### src/rtl/divisor_6b3b.sv
// divisor_6b3b: multi-cycle restoring divider, 6-bit dividend by 3-bit divisor, one quotient bit per cycle.
module divisor_6b3b (
  input  logic       clk,
  input  logic       rst_n,
  input  logic       start,
  input  logic [5:0] dividend,
  input  logic [2:0] divisor,
  output logic [5:0] quotient,
  output logic [2:0] remainder,
  output logic       busy,
  output logic       done,
  output logic       dz
);
  typedef enum logic [1:0] {IDLE, CALC, DONE} state_t;
  state_t state, state_n;
  logic [5:0] dvd;
  logic [2:0] dvs, cnt, rem, rem_n;
  logic [3:0] partial;
  logic       ge, accept;
  always_comb begin
    accept  = start && state != CALC;
    partial = {rem, dvd[5]};
    ge      = partial >= {1'b0, dvs};
    rem_n   = ge ? 3'(partial - {1'b0, dvs}) : partial[2:0];
    state_n = accept ? (divisor == 3'd0 ? DONE : CALC)
            : state == CALC ? (cnt == 3'd0 ? DONE : CALC) : IDLE;
  end
  assign busy = state == CALC;
  assign done = state == DONE;
  always_ff @(posedge clk) begin
    if (!rst_n) begin
      state     <= IDLE;
      dvd       <= '0;
      dvs       <= '0;
      rem       <= '0;
      cnt       <= '0;
      quotient  <= '0;
      remainder <= '0;
      dz        <= 1'b0;
    end else begin
      state <= state_n;
      if (accept && divisor == 3'd0) begin
        quotient  <= 6'h3f;
        remainder <= 3'd0;
        dz        <= 1'b1;
      end else if (accept) begin
        dvd <= dividend;
        dvs <= divisor;
        rem <= 3'd0;
        cnt <= 3'd5;
        dz  <= 1'b0;
      end else if (state == CALC) begin
        dvd       <= {dvd[4:0], 1'b0};
        rem       <= rem_n;
        cnt       <= cnt - 3'd1;
        quotient  <= {quotient[4:0], ge};
        remainder <= rem_n;
      end
    end
  end
endmodule
### config.mk
export PLATFORM = sky130hd
export DESIGN_NAME = divisor_6b3b
export DESIGN_NICKNAME = d
export VERILOG_FILES = /design/src/rtl/divisor_6b3b.sv
export SDC_FILE = /design/constraint.sdc
export NUM_CORES = 1
export LEC_CHECK = 0
export ABC_AREA = 0
export BUFFER_PORTS_ARGS = -buffer_cell sky130_fd_sc_hd__buf_2
export CAP_MARGIN = 15
export CORE_MARGIN = 3
export CORE_UTILIZATION = 45
export CTS_CLUSTER_DIAMETER = 100
export DETAILED_ROUTE_END_ITERATION = 8
export GPL_ROUTABILITY_DRIVEN = 0
export PLACE_DENSITY = 0.64
export REMOVE_ABC_BUFFERS = 1
export SYNTH_ARGS = -nofsm -noshare
export SYNTH_HDL_FRONTEND = slang
export SYNTH_SLANG_ARGS = --single-unit
### constraint.sdc
create_clock -name clk -period 2.01 [get_ports clk]
set_input_delay 0.402 -clock clk [delete_from_list [all_inputs] [get_ports clk]]
set_output_delay 0.402 -clock clk [all_outputs]
set_load 0.005 [all_outputs]
==> flow_metrics.py <==
metrics = {
    "outcome": {
        "status": "finished clean",
    },
    "synthesis": {
        "synth_warnings": 0,
        "synthArstFlopShare_pct": 0,
        "synth_seq_cells": 27,
        "synth_cell_types": 37,
        "synth_seq_area_share_pct": 42.7,
        "syn_area_um2": 1260,
        "postSynthCellCount": 144,
        "avgSynthCellArea_um2": 8.78,
        "ys_dominant_reg_cell": "dfxtp_1",
        "synth_edf_count": 0,
    },
    "layout": {
        "layout-area-overhead-vs-synth_pct": 14.1,
        "nFillCells": 259,
        "diodes": 0,
        "layout_common_cells": "dfxtp_1, buf_2, nand2_1",
        "multiInputGateArea_um2": 663,
        "fin_nets": 187,
        "mostFrequentLayoutCell": "dfxtp_1",
        "drive_gt1_share_pct": 25.0,
        "postLayoutCellArea_um2": 1440,
        "seqCellArea_um2": 541,
    },
    "placed_design": {
        "io_buffers": 23,
        "hpwl_mm": 1.94,
        "place_area_um2": 1390,
    },
    "clock_network": {
        "cts.clk_slew.worst_paths_ps": 150,
        "cts_buffers": 3,
        "htree_levels": 1,
        "cts_num_sinks": 27,
        "clockRootBuffer": "clkbuf_4",
        "cts_tree": "done",
        "clk_latency_ps": 330,
        "clk_path_buf_depth": 2,
    },
    "sta": {
        "hold_viol_final": 0,
        "period_share_pct": 94.5,
        "setup_viol": 0,
        "fin_skew_ps": 6.88,
        "finalCriticalPeriod_ps": 1900,
        "worst_pin_slew_ps": 380,
        "maxSlewHeadroom_pct": 74.4,
        "rsz0062_at_grt": "false",
        "slew_viol_final": 0,
        "setup_tns_ps": 0,
        "max_freq_mhz": 527,
    },
    "setup_path": {
        "worstSetupStartpoint": "dvd[5]",
        "arrival_ps": 2160,
        "crit_path_end_kind": "register",
        "required_ps": 2270,
        "rr_startpoint": "dvd[5]",
        "cp_max_fo": 4,
        "start_kind": "register",
        "critPathKind": "reg2reg",
    },
    "route": {
        "dr.pass1.iters": 4,
        "drc": 0,
        "ant_nets": 0,
        "wl_per_cell_um": 13.5,
        "viasPerCell": 5.66,
        "first_iter_violations": 50,
        "wl_mm": 2.68,
        "num_vias": 1120,
    },
    "floorplanning": {
        "die_w_um": 59.0,
        "dieArea_um2": 3480,
        "die_h_um": 59.0,
        "start_util_pct": 49.3,
        "ios": 24,
        "core_um2": 2570,
        "fp-row-count": 18,
    },
    "min_path": {
        "min-delay-start": "dividend[1]",
        "hold_path.class": "in2reg",
    },
    "global_route": {
        "grt_overflow": 0,
        "grt_pass1_wl_mm": 4.51,
        "track_usage_pct": 17.1,
        "antenna_found_initial": 0,
        "grt_max_degree": 19,
        "grt_pass1_vias": 1015,
    },
    "pwr": {
        "powerDensity_nw_per_um2": 769,
        "p_leak_uw": 0.000584,
        "irDropWorstVdd_uv": 506,
    },
    "flow_run": {
        "cap_violations": 0,
    },
}
==> per-layer routing <==
metal	up-vias	GRT usage, %	share of wire (%)
met4	0	10.0	2.2
li1	563	-	-
met2	43	27.9	47
met1	510	21.0	45
met3	4	3.05	5.8
met5	-	0	0
==> sequential cells by signal (all words and copies together) (netlist names) <==
signal and cells:
quotient 6, cnt 3, dz 1, dvd 6
remainder 3, rem 3, state 2, dvs 3
==> critical path: stages, from the launching register on <==
cell,delay [ps]
dfxtp_1,350
inv_1,60
ha_1,140
inv_1,50
fa_1,400
and2_4,200
a311oi_4,350
nor3_2,80
nor4_2,200
==> metrics by stage <==
step	cells	util, %	hold WS [ps]	worst slack, ps	total power [uW]
finish	198	56.2	309	111	1110
global route	198	56.2	297	5.99	1170
CTS	196	55.4	301	97.3	1100
detailed placement	192	54.3	447	122	861
global placement	192	54.3	446	193	854
floorplan	137	-	437	244	781
==> synth_stat cells, types with 4 or more instances <==
cell type  instances  area [um2]
ha_1               5        62.6
nand2_1           19        71.3
nand3_1            8        40.0
inv_1              6        22.5
dfxtp_1           27         541
a21oi_1           17        85.1
nor2_1             9        33.8
a211oi_1           4        30.0
o21ai_0            6        30.0
a31oi_1            5        31.3
buf_2              4        20.0
==> path summary, 6_finish.rpt <==
check | to | slack, ps | depth (start not counted)
hold reg to reg | dz | 460 | 2
setup reg to reg | remainder[1] | 110 | 8
setup / recovery | remainder[1] | 110 | 8
hold / removal | dvd[1] | 310 | 3
==> what timing repair did <==
| action | CTS | global route |
|---|---|---|
| endpoints found under the setup margin | 0 | 3 |
| hold buffers | 0 | 0 |
| setup buffers | 0 | 2 |
| gates resized for setup | 0 | 4 |
==> cells by family (layout without fill, tap and decap cells) <==
family                   Yosys count  in the layout  synth area share [%]
multiplexers                       2              2                  1.58
buffers and inverters             15             39                  5.44
flip-flops                        27             27                  42.7
adder cells (fa/ha/maj)            6              6                  6.53
AND/OR/NAND/NOR                   49             49                  19.0
AO/OA/AOI/OAI                     45             45                  24.7
==> final cells by class <==
cell class,instances,area share [%]
Sequential cell,27,37.4
Clock inverter,1,0.347
Timing Repair Buffer,27,10.1
Clock buffer,3,1.56
Inverter,8,2.08
Multi-Input combinational cell,102,45.9
Tap cell,30,2.60
==> report_power, final <==
group,internal [uW],switching [uW]
registers,577,24.0
clock network,74.8,169
logic,114,152
Power figures use the tool's default switching activity.
